`config.mk`:
```
export PLATFORM = sky130hd
export DESIGN_NAME = wb_io_ctrl
export DESIGN_NICKNAME = d
export VERILOG_FILES = /design/src/rtl/wb_io_pkg.sv /design/src/rtl/io_sync_edge.sv /design/src/rtl/wb_io_ctrl.sv
export SDC_FILE = /design/constraint.sdc
export NUM_CORES = 1
export LEC_CHECK = 0
export CAP_MARGIN = 5
export CORE_UTILIZATION = 58
export DETAILED_ROUTE_END_ITERATION = 10
export PLACE_DENSITY = 0.87
export SYNTH_ARGS = -nofsm -noshare
export SYNTH_HDL_FRONTEND = slang
export SYNTH_SLANG_ARGS = --single-unit
```
`constraint.sdc`:
```
create_clock -name wb_clk_i -period 23.2 [get_ports wb_clk_i]
set_clock_uncertainty 0.1 [all_clocks]
set_input_delay 5.8 -clock wb_clk_i [delete_from_list [all_inputs] [get_ports wb_clk_i]]
set_output_delay 5.8 -clock wb_clk_i [all_outputs]
set_load 0.05 [all_outputs]
```
`src/rtl/wb_io_pkg.sv`:
```
// Register map and shared helpers for the Wishbone GPIO controller.
package wb_io_pkg;

  localparam int WIN_BYTES = 64;
  localparam int WIN_LSB   = $clog2(WIN_BYTES);

  localparam logic [3:0] OUT_LO  = 4'd0;
  localparam logic [3:0] OUT_HI  = 4'd1;
  localparam logic [3:0] OEB_LO  = 4'd2;
  localparam logic [3:0] OEB_HI  = 4'd3;
  localparam logic [3:0] IN_LO   = 4'd4;
  localparam logic [3:0] IN_HI   = 4'd5;
  localparam logic [3:0] IEN_LO  = 4'd6;
  localparam logic [3:0] IEN_HI  = 4'd7;
  localparam logic [3:0] PEND_LO = 4'd8;
  localparam logic [3:0] PEND_HI = 4'd9;
  localparam logic [3:0] EDGE_LO = 4'd10;
  localparam logic [3:0] EDGE_HI = 4'd11;

  typedef enum logic [3:0] {
    IDX_OUT_LO  = OUT_LO,
    IDX_OUT_HI  = OUT_HI,
    IDX_OEB_LO  = OEB_LO,
    IDX_OEB_HI  = OEB_HI,
    IDX_IN_LO   = IN_LO,
    IDX_IN_HI   = IN_HI,
    IDX_IEN_LO  = IEN_LO,
    IDX_IEN_HI  = IEN_HI,
    IDX_PEND_LO = PEND_LO,
    IDX_PEND_HI = PEND_HI,
    IDX_EDGE_LO = EDGE_LO,
    IDX_EDGE_HI = EDGE_HI
  } reg_idx_e;

  // Byte-lane merge of write data into a 64-bit register image.
  function automatic logic [63:0] merge_bits(input logic [63:0] cur,
                                             input logic [63:0] wdata,
                                             input logic [63:0] wmask);
    return (cur & ~wmask) | (wdata & wmask);
  endfunction

endpackage

```
`src/rtl/io_sync_edge.sv`:
```
// Pad input synchroniser with a delayed copy and rise/fall event vectors.
module io_sync_edge #(
  parameter int WIDTH       = 38,
  parameter int SYNC_STAGES = 2
) (
  input  logic             clk,
  input  logic             rst,
  input  logic [WIDTH-1:0] din,
  output logic [WIDTH-1:0] sync,
  output logic [WIDTH-1:0] rise,
  output logic [WIDTH-1:0] fall
);

  logic [SYNC_STAGES*WIDTH-1:0] chain_reg;
  logic [WIDTH-1:0]             prev_reg;

  always_ff @(posedge clk or posedge rst) begin
    if (rst) begin
      chain_reg <= '0;
      prev_reg  <= '0;
    end else begin
      chain_reg <= {chain_reg[(SYNC_STAGES-1)*WIDTH-1:0], din};
      prev_reg  <= sync;
    end
  end

  assign sync = chain_reg[SYNC_STAGES*WIDTH-1 -: WIDTH];
  assign rise = sync & ~prev_reg;
  assign fall = ~sync & prev_reg;

endmodule

```
`src/rtl/wb_io_ctrl.sv`:
```
// Wishbone-mapped GPIO block: pad outputs/enables, synchronised inputs,
// per-pad edge interrupts with write-1-to-clear pending bits.
module wb_io_ctrl
  import wb_io_pkg::*;
#(
  parameter int          NUM_IO      = 38,
  parameter int          NUM_IRQ     = 3,
  parameter logic [31:0] BASE_ADR    = 32'h3000_0000,
  parameter int          SYNC_STAGES = 2
) (
  input  logic               wb_clk_i,
  input  logic               wb_rst_i,
  input  logic               wbs_cyc_i,
  input  logic               wbs_stb_i,
  input  logic               wbs_we_i,
  input  logic [3:0]         wbs_sel_i,
  input  logic [31:0]        wbs_adr_i,
  input  logic [31:0]        wbs_dat_i,
  output logic [31:0]        wbs_dat_o,
  output logic               wbs_ack_o,
  input  logic [NUM_IO-1:0]  io_in,
  output logic [NUM_IO-1:0]  io_out,
  output logic [NUM_IO-1:0]  io_oeb,
  output logic [NUM_IRQ-1:0] user_irq
);

  localparam logic [63:0] IO_MASK = {64{1'b1}} >> (64 - NUM_IO);
  localparam logic [2:0]  SETTLE  = 3'(SYNC_STAGES + 1);

  logic [63:0]        out_reg, oeb_reg, ien_reg, pend_reg, edge_reg;
  logic [63:0]        pend_next, in_view, edge_evt, wmask, wdata;
  logic [31:0]        lane_mask, rdata, dat_reg;
  logic               ack_reg, hit, acc, wr, detect_en, unused_adr;
  logic [2:0]         settle_reg;
  logic [NUM_IRQ-1:0] irq_reg, irq_next;
  logic [NUM_IO-1:0]  in_sync, in_rise, in_fall;

  assign hit       = (wbs_adr_i[31:WIN_LSB] == BASE_ADR[31:WIN_LSB]);
  assign acc       = wbs_cyc_i & wbs_stb_i & hit & ~ack_reg;
  assign wr        = acc & wbs_we_i;
  assign lane_mask = {{8{wbs_sel_i[3]}}, {8{wbs_sel_i[2]}},
                      {8{wbs_sel_i[1]}}, {8{wbs_sel_i[0]}}};
  assign wmask     = wbs_adr_i[2] ? {lane_mask, 32'h0} : {32'h0, lane_mask};
  assign wdata     = {wbs_dat_i, wbs_dat_i};
  assign unused_adr = ^wbs_adr_i[1:0];

  io_sync_edge #(
    .WIDTH       (NUM_IO),
    .SYNC_STAGES (SYNC_STAGES)
  ) u_sync (
    .clk  (wb_clk_i),
    .rst  (wb_rst_i),
    .din  (io_in),
    .sync (in_sync),
    .rise (in_rise),
    .fall (in_fall)
  );

  // Edge detection is held off until the synchroniser has refilled after reset.
  assign detect_en = (settle_reg == SETTLE);

  genvar gi, gk;
  generate
    for (gi = 0; gi < 64; gi++) begin : g_bit
      if (gi < NUM_IO) begin : g_pad
        assign in_view[gi]  = in_sync[gi];
        assign edge_evt[gi] = detect_en & oeb_reg[gi] &
                              (edge_reg[gi] ? in_rise[gi] : in_fall[gi]);
      end else begin : g_none
        assign in_view[gi]  = 1'b0;
        assign edge_evt[gi] = 1'b0;
      end
    end

    for (gk = 0; gk < NUM_IRQ; gk++) begin : g_irq
      logic [63:0] grp;
      for (gi = 0; gi < 64; gi++) begin : g_tap
        assign grp[gi] = ((gi % NUM_IRQ) == gk) ? (pend_reg[gi] & ien_reg[gi]) : 1'b0;
      end
      assign irq_next[gk] = |grp;
    end
  endgenerate

  always_comb begin
    rdata = 32'h0;
    case (wbs_adr_i[5:2])
      IDX_OUT_LO:  rdata = out_reg[31:0];
      IDX_OUT_HI:  rdata = out_reg[63:32];
      IDX_OEB_LO:  rdata = oeb_reg[31:0];
      IDX_OEB_HI:  rdata = oeb_reg[63:32];
      IDX_IN_LO:   rdata = in_view[31:0];
      IDX_IN_HI:   rdata = in_view[63:32];
      IDX_IEN_LO:  rdata = ien_reg[31:0];
      IDX_IEN_HI:  rdata = ien_reg[63:32];
      IDX_PEND_LO: rdata = pend_reg[31:0];
      IDX_PEND_HI: rdata = pend_reg[63:32];
      IDX_EDGE_LO: rdata = edge_reg[31:0];
      IDX_EDGE_HI: rdata = edge_reg[63:32];
      default:     rdata = 32'h0;
    endcase
  end

  // Clear first, then OR in new events so a coincident edge wins over W1C.
  always_comb begin
    pend_next = pend_reg;
    if (wr && (wbs_adr_i[5:2] == IDX_PEND_LO || wbs_adr_i[5:2] == IDX_PEND_HI))
      pend_next = pend_next & ~(wmask & wdata);
    pend_next = (pend_next | edge_evt) & IO_MASK;
  end

  always_ff @(posedge wb_clk_i or posedge wb_rst_i) begin
    if (wb_rst_i) begin
      out_reg    <= '0;
      oeb_reg    <= IO_MASK;
      ien_reg    <= '0;
      pend_reg   <= '0;
      edge_reg   <= IO_MASK;
      ack_reg    <= 1'b0;
      dat_reg    <= '0;
      irq_reg    <= '0;
      settle_reg <= '0;
    end else begin
      ack_reg  <= acc;
      dat_reg  <= acc ? rdata : 32'h0;
      pend_reg <= pend_next;
      irq_reg  <= irq_next;
      if (!detect_en)
        settle_reg <= settle_reg + 3'd1;
      if (wr) begin
        case (wbs_adr_i[5:2])
          IDX_OUT_LO, IDX_OUT_HI:   out_reg  <= merge_bits(out_reg,  wdata, wmask) & IO_MASK;
          IDX_OEB_LO, IDX_OEB_HI:   oeb_reg  <= merge_bits(oeb_reg,  wdata, wmask) & IO_MASK;
          IDX_IEN_LO, IDX_IEN_HI:   ien_reg  <= merge_bits(ien_reg,  wdata, wmask) & IO_MASK;
          IDX_EDGE_LO, IDX_EDGE_HI: edge_reg <= merge_bits(edge_reg, wdata, wmask) & IO_MASK;
          default: ;
        endcase
      end
    end
  end

  assign wbs_ack_o = ack_reg;
  assign wbs_dat_o = dat_reg;
  assign io_out    = out_reg[NUM_IO-1:0];
  assign io_oeb    = oeb_reg[NUM_IO-1:0];
  assign user_irq  = irq_reg;

endmodule

```
==> flow_metrics.tcl, run 1 <==
set metrics [dict create \
    p_switching_uw 277 \
    pre_cts_slack_ps 14060 \
    setup_viol_count_final 0 \
    dr.pass1.iters 6 \
    first_pass_grt_wire_length_mm 61.9 \
    critPathSlowestCell "nand2_2" \
    postSynth.asyncResetShare_pct 100 \
    dieWidth_um 158 \
    final_layout_size_suffix_gt1_share_pct 25.0 \
    avgSynthCellArea_um2 12.8 \
    p_leak_nw 8.04 \
    p_total_mw 1.28 \
    die-height_um 158 \
    placement_rows 56 \
    pin_count_of_the_biggest_net_entering_global_routing 191 \
    routed_wl_mm 39.7 \
    max_slew.worst_pin.slew_ps 1090 \
    crit_path_max_fanout 61 \
    synth_top_area_cell "dfrtp_1" \
    avgRoutedWirePerCell_um 23.9 \
    htreeDepth 2 \
    final_min_period_over_clock_period_pct 37.8 \
    worst_relative_slew_slack_pct 27.2 \
    detailroute.via_count 10700 \
    pin_count 223 \
    cellInternalPower_mw 1.01 \
    globalRoute.totalOverflow 0 \
    cap_viol_max_count 0 \
    worst_path_setup_slack_after_routing_ps 14430 \
    critPathKind "primary input to flip-flop" \
    route.antenna.remaining_nets 0 \
    number_of_antenna_violations_at_the_first_check_in_global_routing 0 \
    post-cts-setup-buffer-count 0 \
    p_sw_share_pct 21.5 \
    cts_inserted_buffers 36 \
    fmax_mhz 114 \
    outcome "finished, final reports clean" \
    worst_setup_hold_path_clk_slew_ps 60 \
    combPwrFrac_pct 4.6 \
    drc_errors 0 \
    total_track_usage_pct 32.9 \
    holdBufCountCts 0 \
    yosys_register_bits 343 \
    drt_first_iter_violations 1108 \
    cpLargestDelayFamily "simple AND/OR/NAND/NOR gates" \
    totalNegativeSetupSlack_ps 0 \
    slew_violations 0 \
    synth_area_leaders "dfrtp_1 (47%), dfstp_2 (14%), mux2_2 (13%)" \
    postSynthNetCount 1224 \
    start_kind "primary input" \
    total_power_divided_by_cell_area_nw_per_um2 71.6 \
    tritoncts "built" \
    synth_top_cell_area_share_pct 47.1 \
    ctsRootBufferMaster "clkbuf_16" \
    post_synth_inst_count 1111 \
    power.clock.fraction_pct 47.4 \
    cp_slowest_stage_delay_ps 830 \
    synthDistinctLibCells 45 \
    hold_path.class "flip-flop to flip-flop" \
    worst_ep_required_time_ps 23490 \
    grt_pass1_vias 11000 \
    fp.dieArea_um2 25100 \
    seq_power_share_pct 48.0 \
    clock_latency_ps 510 \
    synth-warning-count 0 \
    core-area_um2 23800 \
    cp-end-kind "flip-flop" \
    nets 1431 \
    ctsLongestPathBuffers 3 \
    syn_area_um2 14200 \
    viasPerCell 6.45 \
    place.detailed.hpwl_mm 24.5 \
    sequential_element_share_of_the_synthesized_area_pct 61.2 \
    cp_cell_sequence "clkdlybuf4s50_1 > nor4_1 > nand2_1 > nor4_4 > buf_4 > nand2_2 > a31oi_1" \
    place.gp.congestion 0.882 \
    antenna_cells_inserted 0 \
    rsz0062_at_grt "false" \
    port_buffers 220 \
    timing.final.crit_period_ps 8770 \
    synthFlopType "dfrtp_1" \
    worst-endpoint-arrival_ps 9060 \
    critPathBufInv 2 \
    clock_sinks 343 \
    area_delta_synth_final_pct 26.4 \
    worst_vdd_rail_ir_drop_mv 0.0516 \
    synth_edf_count 0 \
    resized_cells_post_cts 0 \
    initial_utilization_pct 59.7 \
    final_hold_viol_count 0 \
]
cell usage after synthesis, types with 3 or more instances:
cell,n
clkbuf_1,43
nor3b_1,4
mux2_2,161
dfstp_2,76
nand4_1,42
mux2i_1,4
a21o_1,41
inv_1,3
buf_1,6
a22o_1,9
nor3_1,3
nor2_1,47
a21oi_1,7
nand2_1,92
dfrtp_1,267
a222oi_1,4
nor2b_1,11
and3_1,40
nand4_4,5
nor4_1,4
nand3_1,11
buf_2,10
a221oi_1,10
and2_0,5
nand4_2,11
a31oi_1,32
and2_1,3
o21ai_0,47
a22oi_1,88
per-stage QoR:
stage	std cells	utilization (%)	hold WS, ps	area (um^2)
2_1_floorplan	1111	-	231	14200
3_3_place_gp	1599	70.2	233	16700
3_5_place_dp	1599	70.2	235	16700
4_1_cts	1663	75.5	248	17900
5_1_grt	1663	75.5	251	17900
6_report	1663	75.5	247	17900
final cells by class:
| type | count | area, um^2 |
|---|---|---|
| sequential | 343 | 8680 |
| fill | 1401 | 5820 |
| multi-input combinational | 702 | 5270 |
| timing repair buffer | 232 | 2300 |
| clock buffer | 47 | 1010 |
| tap | 319 | 399 |
| clock inverter | 17 | 245 |
| inverter | 3 | 18.8 |
final timing paths:
kind	slack, ps	cells past startpoint	end	start
max reg2reg	19880	6	wbs_dat_o[1]	wbs_ack_o
min reg2reg	250	0	u_sync.chain_reg[47]	u_sync.chain_reg[9]
max	14430	7	wbs_dat_o[1]	wbs_adr_i[12]
max in group asynchronous	15690	3	u_sync.chain_reg[72]	wb_rst_i
min in group asynchronous	5800	2	u_sync.chain_reg[46]	wb_rst_i
min	250	0	u_sync.chain_reg[47]	u_sync.chain_reg[9]
layout by cell type (no fill, tap or decap), types with 6 or more instances in the layout:
master and n:
a21o_1 41, a21oi_1 7, a221oi_1 10, a22o_1 9
a22oi_1 88, a31oi_1 32, and3_1 40, buf_4 11
bufinv_16 6, clkbuf_16 37, clkdlybuf4s50_1 220, clkinv_2 8
dfrtp_1 267, dfstp_2 76, mux2_2 161, nand2_1 91
nand3_1 11, nand4_1 42, nand4_2 11, nor2_1 45
nor2b_1 10, o21ai_0 47
cells by family (layout without fill, tap and decap cells):
group / count (synthesis) / after routing / share of synthesized area (%)
DFF: 343 / 343 / 61.2
and+or+nand+nor: 289 / 289 / 11.5
AOI/OAI and AO/OA: 245 / 245 / 12.0
muxes: 165 / 165 / 13.1
buffers and inverters: 66 / 299 / 1.99
adders and majority gates: 2 / 2 / 0.176
xor gates and xnor gates: 1 / 1 / 0.0618
metal layers:
| layer | up-vias | routed length (um) | GRT usage, % |
|---|---|---|---|
| met2 | 739 | 18700 | 51.5 |
| met5 | - | 0 | 0 |
| met3 | 128 | 4350 | 7.97 |
| met1 | 5291 | 15200 | 43.1 |
| li1 | 4561 | - | - |
| met4 | 0 | 1570 | 16.5 |
power groups by stage:
stage          clock, mW  combinational, mW  sequential, mW
2_1_floorplan          0             0.0260           0.624
3_3_place_gp           0             0.0571           0.625
3_5_place_dp           0             0.0584           0.626
4_1_cts            0.613             0.0591           0.616
5_1_grt            0.639             0.0644           0.617
6_report           0.609             0.0592           0.616
No activity file was read; power rests on OpenSTA's default activity.
==> run 2: changes to the inputs <==
Settings changed: CORE_UTILIZATION 58 to 49, PLACE_DENSITY 0.87 to 0.79.
Clock period 23.2 ns to 7.7 ns, I/O delays scaled along.
==> run 2 against run 1 <==
  * Sequential power rose to 3.0 times the previous value
  * Non-clock buffer count is 2 higher
  * Cell area increased by 0.77%
  * Count of clock-buffer cells in the layout up 5
  * Sequential share of layout area is 0.37 points lower
  * Sequential cell count unchanged
  * Routed wire length fell by 1.9%
  * Via count is 2.0% lower
  * Combinational power rose to 3.0 times the previous value
  * Global-route usage is 6.0 points lower
  * Register-to-register slack worse by 15000 ps
  * Critical endpoint is now pend_reg[27]
  * Largest power group unchanged
  * Highest routed layer unchanged
==> flow_metrics.tcl, run 2 (synthesis gave the netlist of run 1 again) <==
set metrics [dict create \
    outcome "finished, final reports clean" \
    number_of_antenna_violations_at_the_first_check_in_global_routing 0 \
    worst-endpoint-arrival_ps 5040 \
    cp_cell_sequence "clkdlybuf4s50_1 > nor2b_1 > and2_0 > nand4_1 > a21o_1" \
    p_leak_nw 8.06 \
    pin_count 223 \
    fp.dieArea_um2 29600 \
    initial_utilization_pct 50.4 \
    rsz0062_at_grt "false" \
    worst_ep_required_time_ps 8010 \
    cp-end-kind "flip-flop" \
    grt_pass1_vias 10600 \
    pre_cts_slack_ps 2540 \
    most_common_cell_after_layout_fill_and_taps_aside "dfrtp_1" \
    tritoncts "built" \
    worst_vdd_rail_ir_drop_mv 0.128 \
    globalRoute.totalOverflow 0 \
    fmax_mhz 211 \
    worst_setup_hold_path_clk_slew_ps 60 \
    place.gp.congestion 0.890 \
    core-area_um2 28200 \
    routed_wl_mm 39.0 \
    clock_sinks 343 \
    routedLengthMet1_mm 16.3 \
    viasPerCell 6.10 \
    area_delta_synth_final_pct 27.4 \
    setup_viol_count_final 0 \
    post-cts-setup-buffer-count 0 \
    cp_slowest_stage_delay_ps 1190 \
    avgRoutedWirePerCell_um 22.6 \
    hold-worst-slack_ps 245 \
    wl_met2_mm 18.1 \
    max_slew.worst_pin.slew_ps 1270 \
    total_track_usage_pct 26.9 \
    detailroute.via_count 10500 \
    final_min_period_over_clock_period_pct 61.5 \
    slew_violations 0 \
    dieWidth_um 172 \
    final_hold_viol_count 0 \
    placement_rows 61 \
    critPathSlowestCell "nor2b_1" \
    start_kind "primary input" \
    port_buffers 220 \
    ctsLongestPathBuffers 3 \
    mostFrequentLayoutCells "dfrtp_1 (267), clkdlybuf4s50_1 (220), mux2_2 (161)" \
    ctsRootBufferMaster "clkbuf_16" \
    drt_first_iter_violations 954 \
    crit_path_max_fanout 21 \
    htreeDepth 2 \
    antenna_cells_inserted 0 \
    final_layout_size_suffix_gt1_share_pct 25.0 \
    resized_cells_post_cts 0 \
    worst_relative_slew_slack_pct 15.4 \
    holdBufCountCts 0 \
    routed-wl-met3_mm 3.50 \
    pin_count_of_the_biggest_net_entering_global_routing 120 \
    critPathKind "primary input to flip-flop" \
    first_pass_grt_wire_length_mm 60.2 \
    die-height_um 172 \
    worst_path_setup_slack_after_routing_ps 2960 \
    drc_errors 0 \
    nets 1434 \
    total_power_divided_by_cell_area_nw_per_um2 216 \
    maxUsedRoutingLayer "met4" \
    place.detailed.hpwl_mm 25.1 \
    hold_path.class "flip-flop to flip-flop" \
    timing.final.crit_period_ps 4740 \
    clock_latency_ps 510 \
    cap_viol_max_count 0 \
    route.antenna.remaining_nets 0 \
    cts_inserted_buffers 37 \
    totalNegativeSetupSlack_ps 0 \
    dr.pass1.iters 5 \
]
==> run 2: final timing paths <==
kind / start / end / slack, ps / cells after the start
max: wbs_adr_i[4] / pend_reg[27] / 2960 / 5
min: u_sync.chain_reg[9] / u_sync.chain_reg[47] / 240 / 0
max reg2reg: wbs_ack_o / flip-flop / 5030 / 6
min reg2reg: u_sync.chain_reg[9] / u_sync.chain_reg[47] / 240 / 0
max in group asynchronous: wb_rst_i / u_sync.prev_reg[0] / 4250 / 4
min in group asynchronous: wb_rst_i / u_sync.chain_reg[46] / 1770 / 2
==> run 2: routing by layer <==
metal | vias up | global-route usage, %
met2 | 569 | 42.2
met5 | - | 0
met1 | 5292 | 36.8
met3 | 83 | 5.72
li1 | 4563 | -
met4 | 0 | 9.97
==> run 2: critical path, delay by kind of cell <==
kind | cells | cell delay, ps
simple gates | 3 | 2010
buf+inv | 1 | 880
compound gates | 1 | 210
==> run 2: area by class of cell <==
cell class,count,area (um^2)
clock buffers,52,1070
clock inverters,11,208
fillers,2031,10100
inverters,3,15.0
multi-input cells,702,5280
flip-flops and latches,343,8680
well taps,378,473
repair buffers,234,2340
==> run 2: power breakdown <==
group	switching, mW	internal (mW)	total [mW]
Combinational	0.111	0.0690	0.180
Sequential	0.0202	1.84	1.86
Clock	0.696	1.17	1.86
==> run 2: through the flow <==
| stage | power (mW) | cells | area (um^2) | util [%] |
|---|---|---|---|---|
| after floorplan | 1.96 | 1111 | 14200 | - |
| after global placement | 2.06 | 1660 | 16800 | 59.6 |
| after detailed placement | 2.06 | 1660 | 16800 | 59.6 |
| after CTS | 3.92 | 1723 | 18100 | 64.2 |
| after global routing | 4.01 | 1723 | 18100 | 64.2 |
| final | 3.90 | 1723 | 18100 | 64.2 |
==> run 3: changes to the inputs <==
Settings changed: CORE_UTILIZATION 49 to 54, PLACE_DENSITY 0.79 to 0.82.
Clock period 7.7 ns to 4.4 ns, I/O delays scaled along.
==> run 3 against run 2 <==
  * Global-route usage is 3.3 points higher
  * Clock power is 59% higher
  * First-iteration DRC count grew 24%
  * Non-clock buffer count is 26 higher
  * Sequential power is 75% higher
  * Total power is 67% higher
  * Worst hold slack improved by 1.6 ps
  * Cell count decreased by 1.3%
  * Count of clock-buffer cells in the layout is 8 higher
  * Critical path type unchanged
  * Sequential share of layout area barely moved
  * Worst setup slack got worse by 1800 ps
  * Register-to-register slack got worse by 3100 ps
==> flow_metrics.tcl, run 3 (synthesis gave the netlist of run 1 again) <==
set metrics [dict create \
    final_hold_viol_count 0 \
    ctsRootBufferMaster "clkbuf_16" \
    final_layout_size_suffix_gt1_share_pct 25.8 \
    die-height_um 164 \
    combPwrFrac_pct 5.0 \
    start_kind "primary input" \
    worst_path_setup_slack_after_routing_ps 1150 \
    timing.final.crit_period_ps 3250 \
    stdcell_count 1701 \
    detailroute.via_count 10800 \
    route.antenna.remaining_nets 0 \
    critPathBufInv 2 \
    p_switching_mw 1.41 \
    final_core_util_pct 71.0 \
    ctsLongestPathBuffers 3 \
    dr.pass1.iters 5 \
    place.gp.congestion 0.900 \
    antenna_cells_inserted 0 \
    rsz0062_at_grt "false" \
    htreeDepth 2 \
    critPathSlowestCell "nand4_1" \
    first_pass_grt_wire_length_mm 61.4 \
    routed_wl_mm 39.3 \
    tritoncts "built" \
    total_track_usage_pct 30.1 \
    worst_vdd_rail_ir_drop_mv 0.321 \
    numPlacedInstances 1638 \
    worst-endpoint-arrival_ps 3550 \
    globalRoute.totalOverflow 0 \
    outcome "finished, final reports clean" \
    initial_utilization_pct 55.7 \
    clock_latency_ps 520 \
    number_of_antenna_violations_at_the_first_check_in_global_routing 1 \
    setup_viol_count_final 0 \
    port_buffers 220 \
    grt_pass1_vias 11000 \
    worst_relative_slew_slack_pct 37.2 \
    total_power_divided_by_cell_area_nw_per_um2 361 \
    seq_power_share_pct 49.7 \
    drc_errors 0 \
    most_common_cell_after_layout_fill_and_taps_aside "dfrtp_1" \
    crit_path_max_fanout 61 \
    hold_path.class "flip-flop to flip-flop" \
    fmax_mhz 308 \
    worst_setup_hold_path_clk_slew_ps 70 \
    cts_inserted_buffers 35 \
    cp_cell_sequence "clkdlybuf4s50_1 > nor4_2 > nand3_1 > nor4_4 > buf_12 > nand4_1 > mux2_2" \
    placement_rows 58 \
    cp_slowest_stage_delay_ps 450 \
    worst_ep_required_time_ps 4700 \
    power.clock.fraction_pct 45.2 \
    dieWidth_um 164 \
    cellInternalPower_mw 5.12 \
    layout.cell_area.non_filler_um2 18100 \
    holdBufCountCts 0 \
    cpLargestDelayFamily "simple AND/OR/NAND/NOR gates" \
    nets 1458 \
    area_delta_synth_final_pct 27.5 \
    critPathKind "primary input to flip-flop" \
    mostFrequentLayoutCells "dfrtp_1 (267), clkdlybuf4s50_1 (220), mux2_2 (161)" \
    clock_sinks 343 \
    fp.dieArea_um2 26900 \
    p_leak_nw 8.13 \
    p_total_mw 6.53 \
    p_sw_share_pct 21.6 \
    pre_cts_slack_ps 654 \
    place.detailed.hpwl_mm 26.6 \
    post-cts-setup-buffer-count 0 \
    post_dp_cell_area_um2 16900 \
    avgRoutedWirePerCell_um 23.1 \
    cp-end-kind "flip-flop" \
    pin_count 223 \
    drt_first_iter_violations 1183 \
    final_min_period_over_clock_period_pct 73.8 \
    resized_cells_post_cts 0 \
    slew_violations 0 \
    viasPerCell 6.35 \
    cap_viol_max_count 0 \
    core-area_um2 25500 \
    pin_count_of_the_biggest_net_entering_global_routing 117 \
    max_slew.worst_pin.slew_ps 943 \
]
==> run 3: cell count changes in the layout (fill, tap and decap cells not counted), moves of 2 or more <==
cell / before / now
buf_4: 11 / 35
clkinv_2: 4 / 2
buf_12: 3 / 5
nor2_4: 2 / 0
nor2_2: 0 / 2
bufinv_16: 6 / 1
clkbuf_1: 6 / 13
==> run 3: layer usage <==
metal | vias up | GRT usage (%) | share of wire [%]
met1 | 5405 | 42.6 | 41
met2 | 665 | 45.9 | 46
met5 | - | 0 | 0
met3 | 112 | 4.97 | 9.3
met4 | 0 | 13.9 | 3.6
li1 | 4611 | - | -
==> run 3: worst paths after layout <==
check	from	endpoint	slack [ps]	cells past startpoint
hold reg to reg	u_sync.chain_reg[13]	u_sync.chain_reg[51]	250	0
min in group asynchronous	wb_rst_i	wbs_dat_o[8]	780	2
hold / removal	u_sync.chain_reg[13]	u_sync.chain_reg[51]	250	0
max in group asynchronous	wb_rst_i	asynchronous set/reset pin	2510	4
setup / recovery	wbs_adr_i[7]	flip-flop	1150	7
setup reg to reg	wbs_ack_o	flip-flop	1960	6
==> run 3: through the flow <==
step                      setup TNS (ps)  hold slack, ps
after floorplan                  -361570             231
after global placement                 0             233
after detailed placement               0             235
after CTS                              0             248
after global routing                   0             250
final                                  0             246
==> run 3: final cells by class <==
type                       instances  area (um^2)
clock buffer                      60         1110
clock inverter                     3         40.0
fill                            1707         7390
inverter                           3         15.0
multi-input combinational        702         5260
sequential                       343         8680
tap                              330          413
timing repair buffer             260         2560
==> run 3: power by group through the flow <==
stage,Combinational [mW],Clock [mW],Sequential [mW]
2_1_floorplan,0.138,0,3.29
3_3_place_gp,0.321,0,3.30
3_5_place_dp,0.327,0,3.30
4_1_cts,0.329,2.99,3.25
5_1_grt,0.359,3.10,3.25
6_report,0.329,2.95,3.25
==> RTL edit 1 (settings of run 2) <==
Remove the register `irq_reg`: a continuous assignment takes its place, so the output `user_irq` follows one clock earlier.
--- a/src/rtl/wb_io_ctrl.sv
+++ b/src/rtl/wb_io_ctrl.sv
@@ -119,3 +119,2 @@
       dat_reg    <= '0;
-      irq_reg    <= '0;
       settle_reg <= '0;
@@ -125,3 +124,2 @@
       pend_reg <= pend_next;
-      irq_reg  <= irq_next;
       if (!detect_en)
@@ -140,2 +138,4 @@
 
+  assign irq_reg = irq_next;
+
   assign wbs_ack_o = ack_reg;
Function: changed (Yosys sat finds a counterexample within 10 cycles, from zero or initial values and one cycle with wb_rst_i high).
==> RTL edit 1 against run 2 <==
Sequential cell count decreased by 3; sequential share of layout area shrank 0.81 points; synthesized cell count down 0.90%; synthesized area rose by 0.50%; power increased by 0.57%; design area increased by 0.84%; routed wire length rose by 6.1%; via count rose by 2.9%; setup slack worse by 0.23 ns; critical endpoint is now wbs_dat_o[9]$_DFF_PP0_; die area increased by 0.49%.
==> RTL edit 1: results <==
export IMPL_outcome="completed"
export IMPL_fin_crit_sh_pct=64.5
export IMPL_synth_commonest_cells="dfrtp_1 (264), mux2_2 (148), nand2_1 (119), a22oi_1 (86), dfstp_2 (76)"
export IMPL_grt_max_degree=147
export IMPL_layout_nets=1430
export IMPL_synth_nets=1214
export IMPL_async_flop_share_pct=100
export IMPL_io_buffers=220
export IMPL_synth_area_leaders="dfrtp_1 (46%), dfstp_2 (14%), mux2_2 (12%)"
export IMPL_drive_above_1_share_pct=25.7
export IMPL_drt_iter0_drc=1206
export IMPL_finalWeightedCongestion=0.884
export IMPL_antenna_found_initial=3
export IMPL_cp_arrival_ns=5.26
export IMPL_cpPeakStageDelay_ns=1.01
export IMPL_clkTransAtPathRegs_ns=0.06
export IMPL_worstSetupEndpoint="wbs_dat_o[9]$_DFF_PP0_"
export IMPL_timing_slew_headroom_pct=19.0
export IMPL_clock_path_buffers=3
export IMPL_grt_pass1_wl_um=64600
export IMPL_critPathSlowestCell="clkdlybuf4s50_1"
export IMPL_cts_root_buf="clkbuf_16"
export IMPL_p_int_mw=3.07
export IMPL_grtUsageTotal_pct=27.9
export IMPL_leakagePower_nw=7.27
export IMPL_worstSkewPairLatency_ns=0.52
export IMPL_post_cts_buffers=0
export IMPL_dp_final_hpwl_um=26800
export IMPL_post_drt_via_cell_ratio=6.25
export IMPL_reg2reg_depth=5
export IMPL_first_global_vias=11200
export IMPL_yosys_warnings=0
export IMPL_hold_depth=0
export IMPL_ir_drop_v=0.000134
export IMPL_reg2reg_from="wbs_ack_o$_DFF_PP0_"
export IMPL_holdPathEnd="u_sync.chain_reg[48]$_DFF_PP0_"
export IMPL_pre_cts_ws_ns=2.35
export IMPL_synth_seq_area_share_pct=60.4
export IMPL_min_from="u_sync.chain_reg[10]$_DFF_PP0_"
export IMPL_r2r_slack_ns=4.50
export IMPL_cts_max_level=2
export IMPL_firstDrtPassIters=6
export IMPL_synth_cell_types=54
export IMPL_hold_path_class="flip-flop to flip-flop"
export IMPL_cts_made_buffers=36
export IMPL_worstSetupStartpoint="wbs_adr_i[4]"
export IMPL_cts_resized=0
export IMPL_critPathMaxFanout=28
export IMPL_routed_wl_um=41400
-- RTL edit 1: layer usage --
metal | vias up | track usage [%] | wire (um)
met1 | 5483 | 37.3 | 16500
met5 | - | 0 | 13
met4 | 2 | 11.6 | 1420
li1 | 4615 | - | -
met2 | 608 | 43.6 | 19600
met3 | 107 | 6.75 | 3840
-- RTL edit 1: kinds of logic after synthesis --
kind of cell	share of synthesized area [%]
flip-flops	60.4
XOR/XNOR	0.0615
multiplexers	13.4
buffers and inverters	1.69
AND/OR/NAND/NOR	11.9
AO/OA/AOI/OAI	12.4
adder cells (fa/ha/maj)	0.176
-- RTL edit 1: power by group through the flow --
stage	combinational (mW)	clock (mW)	sequential (mW)
after detailed placement	0.190	0	1.87
after CTS	0.192	1.90	1.84
after floorplan	0.0841	0	1.86
after global placement	0.187	0	1.87
final	0.192	1.89	1.84
after global routing	0.208	1.99	1.84
-- RTL edit 1: cell type report --
cell class | count | area (um^2)
Sequential cell | 340 | 8600
Inverter | 4 | 18.8
Clock buffer | 50 | 1070
Antenna cell | 2 | 5.00
Fill cell | 2104 | 10400
Tap cell | 384 | 480
Timing Repair Buffer | 235 | 2320
Clock inverter | 15 | 250
Multi-Input combinational cell | 700 | 5480
-- RTL edit 1: stage by stage --
step                      power [mW]  cell area (um^2)  util [%]  hold slack, ns  std cells
final                           3.92             18200      63.7           0.247       1730
after global routing            4.04             18200      63.7           0.253       1730
after CTS                       3.94             18200      63.6           0.247       1728
after detailed placement        2.06             16900      59.0           0.235       1663
after global placement          2.06             16900      59.0           0.235       1663
after floorplan                 1.95             14300         -           0.231       1101
-- RTL edit 1: critical path, delay by kind of cell --
family                 cells  cell delay (ns)
AO/OA/AOI/OAI              2             0.42
buffers and inverters      2             1.41
AND/OR/NAND/NOR            2             1.50
==> RTL edit 2 (config.mk and constraints of run 2) <==
Made on the original files. `NUM_IRQ`: 3 -> 6.
--- a/src/rtl/wb_io_ctrl.sv
+++ b/src/rtl/wb_io_ctrl.sv
@@ -6,3 +6,3 @@
   parameter int          NUM_IO      = 38,
-  parameter int          NUM_IRQ     = 3,
+  parameter int          NUM_IRQ     = 6,
   parameter logic [31:0] BASE_ADR    = 32'h3000_0000,
Interface: changed (resized user_irq); port bits go from 223 to 226. The function was not compared with the original's and may differ.
==> RTL edit 2 against run 2 <==
Combinational power shrank 2%; routed wire length grew 1.2%; design area grew 0.25%; setup slack lost 0.10 ns; hold slack gained 0.0012 ns; synthesized area grew 0.53%; sequential cell count grew 3; first-iteration DRC count grew 8.9%; power shrank 1.1%; critical path type unchanged; critical endpoint is now wbs_dat_o[30]$_DFF_PP0_.
==> RTL edit 2: results <==
export IMPL_outcome="completed"
export IMPL_cts_resized=0
export IMPL_grtUsageTotal_pct=26.6
export IMPL_synth_seq_area_share_pct=61.4
export IMPL_first_global_vias=10800
export IMPL_netlist_instances=1116
export IMPL_layout_nets=1439
export IMPL_min_from="u_sync.chain_reg[1]$_DFF_PP0_"
export IMPL_grt_pass1_wl_um=61500
export IMPL_holdWs_ns=0.246
export IMPL_critPathSlowestCell="clkdlybuf4s50_1"
export IMPL_grt_use_met1_pct=35.4
export IMPL_cts_root_buf="clkbuf_16"
export IMPL_cts_max_level=2
export IMPL_wl_met3_um=2900
export IMPL_routedWlPerCell_um=22.7
export IMPL_finalWeightedCongestion=0.820
export IMPL_synth_area_leaders="dfrtp_1 (47%), dfstp_2 (14%), mux2_2 (13%)"
export IMPL_hold_depth=0
export IMPL_worstSetupStartpoint="wbs_adr_i[4]"
export IMPL_post_cts_buffers=0
export IMPL_synth_nets=1229
export IMPL_hold_path_class="flip-flop to flip-flop"
export IMPL_synth_cell_types=45
export IMPL_clkTransAtPathRegs_ns=0.06
export IMPL_routed_wl_um=39500
export IMPL_drive_above_1_share_pct=25.0
export IMPL_synth_commonest_cells="dfrtp_1 (270), mux2_2 (161), a22oi_1 (100), nand2_1 (90), dfstp_2 (76)"
export IMPL_grt_use_met3_pct=5.39
export IMPL_highest_layer="met4"
export IMPL_worstSkewPairLatency_ns=0.53
export IMPL_worst_pin_slew_ns=1.22
export IMPL_postPlaceCellArea_um2=16900
export IMPL_cts_made_buffers=36
export IMPL_vias=10500
export IMPL_io_buffers=223
export IMPL_ir_drop_v=0.000159
export IMPL_pre_cts_ws_ns=2.44
export IMPL_cp_arrival_ns=5.12
export IMPL_reg2reg_depth=7
export IMPL_fmax_mhz=207
export IMPL_leakagePower_nw=8.08
export IMPL_cpPeakStageDelay_ns=1.11
export IMPL_dp_cells=1672
export IMPL_wl_met2_um=18700
export IMPL_r2r_slack_ns=4.58
export IMPL_grtUsageMet2_pct=41.7
export IMPL_holdPathEnd="u_sync.chain_reg[39]$_DFF_PP0_"
export IMPL_firstDrtPassIters=6
export IMPL_dp_final_hpwl_um=25800
export IMPL_drt_iter0_drc=1039
export IMPL_met1_length_um=16200
export IMPL_grt_max_degree=196
export IMPL_critical_path_top_delay_family="buffers and inverters"
export IMPL_worstSetupEndpoint="wbs_dat_o[30]$_DFF_PP0_"
-- RTL edit 2: report_power, final --
group / switching [mW] / leakage, nW / total (mW) / internal (mW)
Sequential: 0.0207 / 4.28 / 1.87 / 1.85
Combinational: 0.108 / 3.19 / 0.176 / 0.0677
Clock: 0.710 / 0.614 / 1.81 / 1.10
-- RTL edit 2: cells by family (layout without fill, tap and decap cells) --
family	Yosys count	after routing	synth area share, %
DFF	346	346	61.4
and+or+nand+nor	290	290	11.5
AOI/OAI and AO/OA	245	245	11.9
muxes	165	165	13.0
buffers and inverters	67	305	2.00
adders and majority gates	2	2	0.175
xor gates and xnor gates	1	1	0.0614
-- RTL edit 2: layout make-up --
cell class	instances	area, um^2
clock buffers	51	1060
clock inverters	15	188
fillers	2083	10500
inverters	3	15.0
multi-input cells	703	5270
flip-flops and latches	346	8750
well taps	384	480
repair buffers	236	2350
